<file path="src/rtl/multicycle_control.sv">
// Multi-cycle MIPS controller: a Moore FSM that sequences the shared datapath
// (PC, memory, register file, ALU) across fetch, decode, execute, memory and writeback.
module multicycle_control #(
  parameter bit TRAP_ON_ILLEGAL = 1'b1
) (
  input  logic       clk,
  input  logic       reset,
  input  logic [0:5] Opcode,
  input  logic       mem_ready,
  output logic       PCWrite,
  output logic       PCWriteCond,
  output logic       IorD,
  output logic       MemRead,
  output logic       MemWrite,
  output logic       IRWrite,
  output logic       RegDst,
  output logic       MemToReg,
  output logic       RegWrite,
  output logic       ALUSrcA,
  output logic [0:1] ALUSrcB,
  output logic [0:1] ALUOp,
  output logic [0:2] ALUOpImmediate,
  output logic [0:1] PCSource,
  output logic [0:3] state,
  output logic       instr_done,
  output logic       illegal
);

  localparam int unsigned OP_W = 6;

  localparam logic [OP_W-1:0] OP_RTYPE = 6'b000000;
  localparam logic [OP_W-1:0] OP_LW    = 6'b100011;
  localparam logic [OP_W-1:0] OP_SW    = 6'b101011;
  localparam logic [OP_W-1:0] OP_BEQ   = 6'b000100;
  localparam logic [OP_W-1:0] OP_J     = 6'b000010;
  localparam logic [OP_W-1:0] OP_ADDI  = 6'b001000;
  localparam logic [OP_W-1:0] OP_SUBI  = 6'b001111;
  localparam logic [OP_W-1:0] OP_ANDI  = 6'b001100;
  localparam logic [OP_W-1:0] OP_ORI   = 6'b001101;
  localparam logic [OP_W-1:0] OP_SLTI  = 6'b001010;

  typedef enum logic [3:0] {
    S_FETCH  = 4'd0,
    S_DECODE = 4'd1,
    S_MEMADR = 4'd2,
    S_MEMRD  = 4'd3,
    S_MEMWB  = 4'd4,
    S_MEMWR  = 4'd5,
    S_RTYPE  = 4'd6,
    S_ALUWB  = 4'd7,
    S_BEQ    = 4'd8,
    S_JUMP   = 4'd9,
    S_IMMEX  = 4'd10,
    S_IMMWB  = 4'd11,
    S_TRAP   = 4'd15
  } state_e;

  state_e          state_q, state_d;
  logic [OP_W-1:0] op_q, op_d;
  logic            illegal_q, illegal_d;
  logic [OP_W-1:0] opcode_c;
  state_e          dec_next_c;
  logic            unknown_c;

  assign opcode_c = Opcode;

  // ALU immediate function select, taken from the opcode latched in DECODE
  function automatic logic [2:0] imm_sel(input logic [OP_W-1:0] op);
    case (op)
      OP_ADDI: imm_sel = 3'b000;
      OP_SUBI: imm_sel = 3'b001;
      OP_ANDI: imm_sel = 3'b010;
      OP_ORI:  imm_sel = 3'b011;
      OP_SLTI: imm_sel = 3'b100;
      default: imm_sel = 3'b000;
    endcase
  endfunction

  // Opcode decode, only consumed in DECODE
  always_comb begin
    dec_next_c = S_FETCH;
    unknown_c  = 1'b0;
    case (opcode_c)
      OP_RTYPE:                                 dec_next_c = S_RTYPE;
      OP_LW, OP_SW:                             dec_next_c = S_MEMADR;
      OP_BEQ:                                   dec_next_c = S_BEQ;
      OP_J:                                     dec_next_c = S_JUMP;
      OP_ADDI, OP_SUBI, OP_ANDI, OP_ORI, OP_SLTI: dec_next_c = S_IMMEX;
      default: begin
        unknown_c  = 1'b1;
        dec_next_c = TRAP_ON_ILLEGAL ? S_TRAP : S_FETCH;
      end
    endcase
  end

  // State register
  always_ff @(posedge clk) begin
    if (reset) begin
      state_q   <= S_FETCH;
      op_q      <= '0;
      illegal_q <= 1'b0;
    end else begin
      state_q   <= state_d;
      op_q      <= op_d;
      illegal_q <= illegal_d;
    end
  end

  // Next-state logic
  always_comb begin
    state_d   = state_q;
    op_d      = op_q;
    illegal_d = illegal_q;
    case (state_q)
      S_FETCH:  state_d = mem_ready ? S_DECODE : S_FETCH;
      S_DECODE: begin
        state_d   = dec_next_c;
        op_d      = opcode_c;
        illegal_d = illegal_q | unknown_c;
      end
      S_MEMADR: state_d = (op_q == OP_LW) ? S_MEMRD : S_MEMWR;
      S_MEMRD:  state_d = mem_ready ? S_MEMWB : S_MEMRD;
      S_MEMWB:  state_d = S_FETCH;
      S_MEMWR:  state_d = mem_ready ? S_FETCH : S_MEMWR;
      S_RTYPE:  state_d = S_ALUWB;
      S_ALUWB:  state_d = S_FETCH;
      S_BEQ:    state_d = S_FETCH;
      S_JUMP:   state_d = S_FETCH;
      S_IMMEX:  state_d = S_IMMWB;
      S_IMMWB:  state_d = S_FETCH;
      S_TRAP:   state_d = S_TRAP;
      default:  state_d = S_FETCH;
    endcase
  end

  // Output decode; everything is held low while reset is asserted
  always_comb begin
    PCWrite        = 1'b0;
    PCWriteCond    = 1'b0;
    IorD           = 1'b0;
    MemRead        = 1'b0;
    MemWrite       = 1'b0;
    IRWrite        = 1'b0;
    RegDst         = 1'b0;
    MemToReg       = 1'b0;
    RegWrite       = 1'b0;
    ALUSrcA        = 1'b0;
    ALUSrcB        = 2'b00;
    ALUOp          = 2'b00;
    ALUOpImmediate = 3'b000;
    PCSource       = 2'b00;
    instr_done     = 1'b0;
    if (!reset) begin
      case (state_q)
        S_FETCH: begin
          MemRead = 1'b1;
          ALUSrcB = 2'b01;
          IRWrite = mem_ready;
          PCWrite = mem_ready;
        end
        S_DECODE: begin
          ALUSrcB    = 2'b11;
          instr_done = unknown_c & ~TRAP_ON_ILLEGAL;
        end
        S_MEMADR: begin
          ALUSrcA = 1'b1;
          ALUSrcB = 2'b10;
        end
        S_MEMRD: begin
          MemRead = 1'b1;
          IorD    = 1'b1;
        end
        S_MEMWB: begin
          RegWrite   = 1'b1;
          MemToReg   = 1'b1;
          instr_done = 1'b1;
        end
        S_MEMWR: begin
          MemWrite   = 1'b1;
          IorD       = 1'b1;
          instr_done = mem_ready;
        end
        S_RTYPE: begin
          ALUSrcA = 1'b1;
          ALUOp   = 2'b10;
        end
        S_ALUWB: begin
          RegWrite   = 1'b1;
          RegDst     = 1'b1;
          instr_done = 1'b1;
        end
        S_BEQ: begin
          ALUSrcA     = 1'b1;
          ALUOp       = 2'b01;
          PCWriteCond = 1'b1;
          PCSource    = 2'b01;
          instr_done  = 1'b1;
        end
        S_JUMP: begin
          PCWrite    = 1'b1;
          PCSource   = 2'b10;
          instr_done = 1'b1;
        end
        S_IMMEX: begin
          ALUSrcA        = 1'b1;
          ALUSrcB        = 2'b10;
          ALUOp          = 2'b11;
          ALUOpImmediate = imm_sel(op_q);
        end
        S_IMMWB: begin
          RegWrite       = 1'b1;
          ALUOp          = 2'b11;
          ALUOpImmediate = imm_sel(op_q);
          instr_done     = 1'b1;
        end
        default: ;
      endcase
    end
  end

  assign state   = reset ? 4'd0 : 4'(state_q);
  assign illegal = illegal_q & ~reset;

endmodule

</file>
<file path="config.mk">
export PLATFORM = sky130hd
export DESIGN_NAME = multicycle_control
export DESIGN_NICKNAME = d
export VERILOG_FILES = /design/src/rtl/multicycle_control.sv
export SDC_FILE = /design/constraint.sdc
export NUM_CORES = 1
export LEC_CHECK = 0
export CORE_MARGIN = 1.5
export CORE_UTILIZATION = 45
export CTS_CLUSTER_SIZE = 40
export DETAILED_ROUTE_END_ITERATION = 16
export PLACE_DENSITY_LB_ADDON = 0.08
export SLEW_MARGIN = 20
export SYNTH_ARGS = -nofsm -noshare
export SYNTH_HDL_FRONTEND = slang
export SYNTH_SLANG_ARGS = --single-unit
</file>
<file path="constraint.sdc">
create_clock -name clk -period 1.9 [get_ports clk]
set_input_delay 0.19 -clock clk [delete_from_list [all_inputs] [get_ports clk]]
set_output_delay 0.19 -clock clk [all_outputs]
set_load 0.03 [all_outputs]
</file>
== Yosys cells after proc, flatten, opt, wreduce, memory -nomap -nowiden ==
Cells that the tools add are included.

* Register bits after elaboration: 11
* Bits of input ports: 9
* Output and inout bits: 25
* Logic and storage cells: 83

* Equal/unequal tests: 26
* Mux-type cells: 39
* Bitwise logic cells: 3
* Reduce and logical (&&, ||, !) cells: 12

{| class="wikitable"
|+ Operators with widths
! cell !! number
|-
| $eq 6x4->1 const B || 9
|-
| $pmux 4 s8 || 1
|-
| $mux 1 || 22
|-
| $eq 4x4->1 const B || 5
|-
| $pmux 4 s5 || 1
|-
| $eq 6x6->1 const B || 3
|-
| $eq 4x3->1 const B || 4
|-
| $mux 3 || 5
|-
| $pmux 2 s3 || 2
|-
| $pmux 3 s4 || 1
|-
| $reduce_or 10->1 || 1
|-
| $reduce_or 2->1 || 5
|-
| $reduce_or 5->1 || 2
|-
| $eq 4x2->1 const B || 2
|-
| $eq 6x2->1 const B || 1
|-
| $eq 6x3->1 const B || 1
|-
| $logic_not 6->1 || 1
|-
| $mux 2 || 3
|-
| $eq 4x1->1 const B || 1
|-
| $logic_not 4->1 || 1
|-
| $mux 4 || 1
|-
| $pmux 1 s2 || 2
|-
| $pmux 2 s2 || 1
|-
| $reduce_or 4->1 || 1
|-
| 4 further kinds || 4
|}

== Longest topological paths before layout ==
* Depth after elaboration: 4
* Depth in mapped cells: 5

== Worst setup path before layout ==
Ideal clock, no wire load.

* Path type: reg2out
* Start point: register state_q[1]
* End point: output instr_done
* Arrival: 2.284 ns
* Data required time: 1.710 ns
* Slack: -0.574 ns
* Cell stages (with the launch flop): 5
* Buffers on the path: 1
* Cell sequence: dfxtp_1 -> buf_2 -> nor2_1 -> a21o_1 -> a2111oi_0

* Cells in the longest elaborated chain, start to end: 4
* Elaborated cells on any way between the ends: 9

{| class="wikitable"
|+ Ends and longest elaborated chain
! element !! line !! source
|-
| start, declared || 58 || <nowiki>state_e state_q, state_d;</nowiki>
|-
| start signal, assigned || 103 || <nowiki>state_q <= state_d;</nowiki>
|-
| $eq 4x4->1 or $eq 4x3->1 (tied branches) || 154 || <nowiki>case (state_q)</nowiki>
|-
| $reduce_or 5->1 (no line) || n/a ||
|-
| $pmux 1 s2 * || 154 ||
|-
| $mux 1 * || 153 || <nowiki>if (!reset) begin</nowiki>
|-
| end, declared || 25 || <nowiki>output logic instr_done,</nowiki>
|}

Mark *: on every way between the ends. The rest lies on a longest branch, timed or not.

== Worst setup path after layout ==
* Start point: register state_q[2]
* End point: output PCWrite

* Cells in the longest elaborated chain, start to end: 3
* Elaborated cells on any way between the ends: 4

{| class="wikitable"
|+ Ends and longest elaborated chain
! element !! line !! source
|-
| $eq 4x4->1 or $logic_not 4->1 (tied branches) || 154 ||
|-
| $pmux 1 s2 * || 154 ||
|-
| $mux 1 * || 153 ||
|-
| end, declared || 10 || <nowiki>output logic PCWrite,</nowiki>
|}

Marked as above.

==> results_dict.tcl <==
set metrics [dict create \
    ys.flop_type "dfxtp_1" \
    wl_mm 2.64 \
    synth-edff-count 0 \
    start_util_pct 47.1 \
    core_um2 2190 \
    tns_ns 0 \
    drt_iter0_drc 32 \
    crit_family "simple AND/OR/NAND/NOR gates" \
    cts_max_path_buffers 2 \
    drv_slew 0 \
    antenna_found_initial 0 \
    routedWlPerCell_um 12.9 \
    cts_buffers 3 \
    rsz0062_at_grt "false" \
    fin_crit_ns 1.82 \
    peakVddDrop_mv 0.702 \
    crit_top_cell "buf_4" \
    slew_headroom_pct 77.9 \
    rr_worst_depth 4 \
    htree_levels 1 \
    avgSynthCellArea_um2 7.37 \
    cp_max_fo 5 \
    dpl.hpwl_mm 2.02 \
    root_buffer "clkbuf_4" \
    cts.clk_slew.worst_paths_ns 0.07 \
    tightest_slew_ns 0.327 \
    diodes 0 \
    rr_startpoint "state_q[2]$_SDFF_PP0_" \
    area.sequential_um2 223 \
    status "completed" \
    synth_cell_type_count 48 \
    nFillCells 212 \
    drive_above_1_share_pct 35.8 \
    cp.required_ns 1.71 \
    cts_tree "yes" \
    grt_usage_pct 21.5 \
    hold_buffers 0 \
    worstSkewPairLatency_ns 0.27 \
    route.detailed.drc 0 \
    rrSetupSlack_ns 0.36 \
    fin_area_um2 1380 \
    hold_path_startpoint "illegal_q$_SDFFE_PP0P_" \
    setup_viol 0 \
    multi_input_area_um2 723 \
    synthCells 140 \
    die_h_um 50.9 \
    clock-skew-final_ns 0.00194 \
    num_rows 17 \
    synth-seq-cells 11 \
    path_buf_inv 2 \
    crit_arrival_ns 1.63 \
    power_leakage_nw 0.565 \
    path_cells "or3b_2 > buf_4 > nor2_2 > or2_2 > buf_4" \
    final_antenna_net_count 0 \
    fin_total_pwr_mw 1.79 \
    synth_warnings 0 \
    viasPerCell 5.65 \
    holdPathEnd "illegal_q$_SDFFE_PP0P_" \
    first_pass_iters 4 \
    r2r-end "state_q[1]$_SDFF_PP0_" \
    place_area_um2 1340 \
    grt_max_degree 24 \
    hold_viol_final 0 \
    grt_pass1_vias 1012 \
    async_flop_share_pct 0 \
    io_buffers 33 \
    critPathKind "register to output port" \
    cts_num_sinks 11 \
    vias 1152 \
    io_pins 34 \
    die_area_um2 2590 \
    grt_pass1_wl_mm 4.28 \
    post_synth_instance_area_um2 1030 \
    post_cts_buffers 0 \
    overflow 0 \
    die-width_um 50.9 \
    worstSetupEndpointType "output port" \
    cp_num_cells 5 \
    nets 186 \
    slowest_stage "or3b_2" \
    fin_crit_sh_pct 95.7 \
    clock.fmax_mhz 550 \
    slowest_delay_ns 0.49 \
    powerDensity_nw_per_um2 1300 \
    syn_nets 149 \
    cap_viol_max_count 0 \
    area_delta_synth_final_pct 33.3 \
    gp_congestion 0.846 \
    hp-class "register to register" \
    holdPathStages 2 \
    synth-seq-area-share_pct 21.3 \
    startpoint_type "register" \
]
-- placed cells by master, fill, tap and decap left out, types with 2 or more instances in the layout --
| cell | count |
|---|---|
| and2b_1 | 2 |
| xnor2_1 | 2 |
| a31oi_1 | 4 |
| nor2_2 | 2 |
| a21o_2 | 2 |
| and3_1 | 2 |
| nand2_1 | 22 |
| nor2b_1 | 6 |
| nor4_1 | 2 |
| nor3_2 | 2 |
| a21oi_1 | 13 |
| buf_4 | 38 |
| nor2_1 | 8 |
| or3b_2 | 2 |
| clkdlybuf4s50_1 | 8 |
| or2_2 | 2 |
| nand2b_1 | 4 |
| dfxtp_2 | 2 |
| dfxtp_1 | 9 |
| o21ai_0 | 5 |
| o211ai_1 | 2 |
| o31ai_1 | 2 |
| nor3_1 | 6 |
| clkbuf_4 | 3 |
-- metrics by stage --
stage | hold WS (ns) | util [%] | setup slack, ns | std cells
floorplan | 0.326 | - | 0.00984 | 140
global placement | 0.444 | 61.3 | 0.0566 | 200
detailed placement | 0.452 | 61.3 | 0.0537 | 200
CTS | 0.463 | 62.5 | 0.0470 | 204
global route | 0.500 | 62.8 | 0.0126 | 204
finish | 0.460 | 62.8 | 0.0817 | 204
-- flip-flops by register name, summed over array words and instances, names as in the netlist --
| signal | cells |
|---|---|
| state_q | 4 |
| illegal_q | 1 |
| op_q | 6 |
-- metal layers --
metal  track usage, %  wire, µm
met1             25.0      1180
met4             5.41        29
met5                0         0
met3             3.51       148
met2             40.6      1280
-- layout make-up --
| cell class | count | area share (%) |
|---|---|---|
| Multi-Input combinational cell | 114 | 52.5 |
| Timing Repair Buffer | 46 | 26.5 |
| Sequential cell | 11 | 16.2 |
| Tap cell | 28 | 2.55 |
| Clock buffer | 4 | 1.91 |
| Inverter | 1 | 0.273 |
-- synth_stat cells (2+ instances only) --
library cell / number / area share (%)
nand2_1: 22 / 8.0
a21oi_1: 13 / 6.3
dfxtp_1: 11 / 21
nor2_1: 10 / 3.6
nor3_1: 8 / 3.9
nor2b_1: 6 / 3.6
o21ai_0: 5 / 2.4
a31oi_1: 4 / 2.4
buf_4: 4 / 2.9
nand2b_1: 4 / 2.4
buf_2: 3 / 1.5
clkbuf_1: 3 / 1.1
nor4_1: 3 / 1.8
a21o_2: 2 / 1.7
and2b_1: 2 / 1.5
and3_1: 2 / 1.2
buf_6: 2 / 2.2
o211ai_1: 2 / 1.5
o31ai_1: 2 / 1.5
or2_2: 2 / 1.2
or3b_2: 2 / 1.7
xnor2_1: 2 / 1.7
-- power breakdown --
part / switching (mW) / total [mW] / internal, mW
registers: 0.0817 / 0.393 / 0.312
clock network: 0.0775 / 0.159 / 0.0813
logic: 0.749 / 1.24 / 0.489
total: 0.908 / 1.79 / 0.882
-- repair_timing --
| item | CTS | global route |
|---|---|---|
| pin swaps | 0 | 0 |
| gates resized for setup | 1 | 3 |
| endpoints found under the setup margin | 2 | 3 |
-- worst max path at each step --
| stage | start | endpoint | slack (ns) |
|---|---|---|---|
| after global placement | reset | ALUOpImmediate[0] | 0.06 |
| after detailed placement | reset | ALUOpImmediate[0] | 0.05 |
| final | state_q[2]$_SDFF_PP0_ | PCWrite | 0.08 |
| after CTS | state_q[2]$_SDFF_PP0_ | ALUOpImmediate[0] | 0.05 |
| after global routing | state_q[2]$_SDFF_PP0_ | PCWrite | 0.01 |
| after floorplan | state_q[0]$_SDFF_PP0_ | ALUSrcA | 0.01 |
-- worst min-delay path: stages, from the launching register on --
cell and delay [ns]:
dfxtp_1 0.30, inv_1 0.06, a21oi_1 0.06
-- logic make-up (layout without fill, tap and decap cells) --
| group | Yosys count | count (layout) | synth area share, % |
|---|---|---|---|
| flops | 11 | 11 | 21.3 |
| simple gates | 75 | 75 | 41.5 |
| xor+xnor | 3 | 3 | 2.55 |
| buf+inv | 15 | 51 | 11.3 |
| compound gates | 36 | 36 | 23.4 |
No activity file was read; power rests on OpenSTA's default activity.
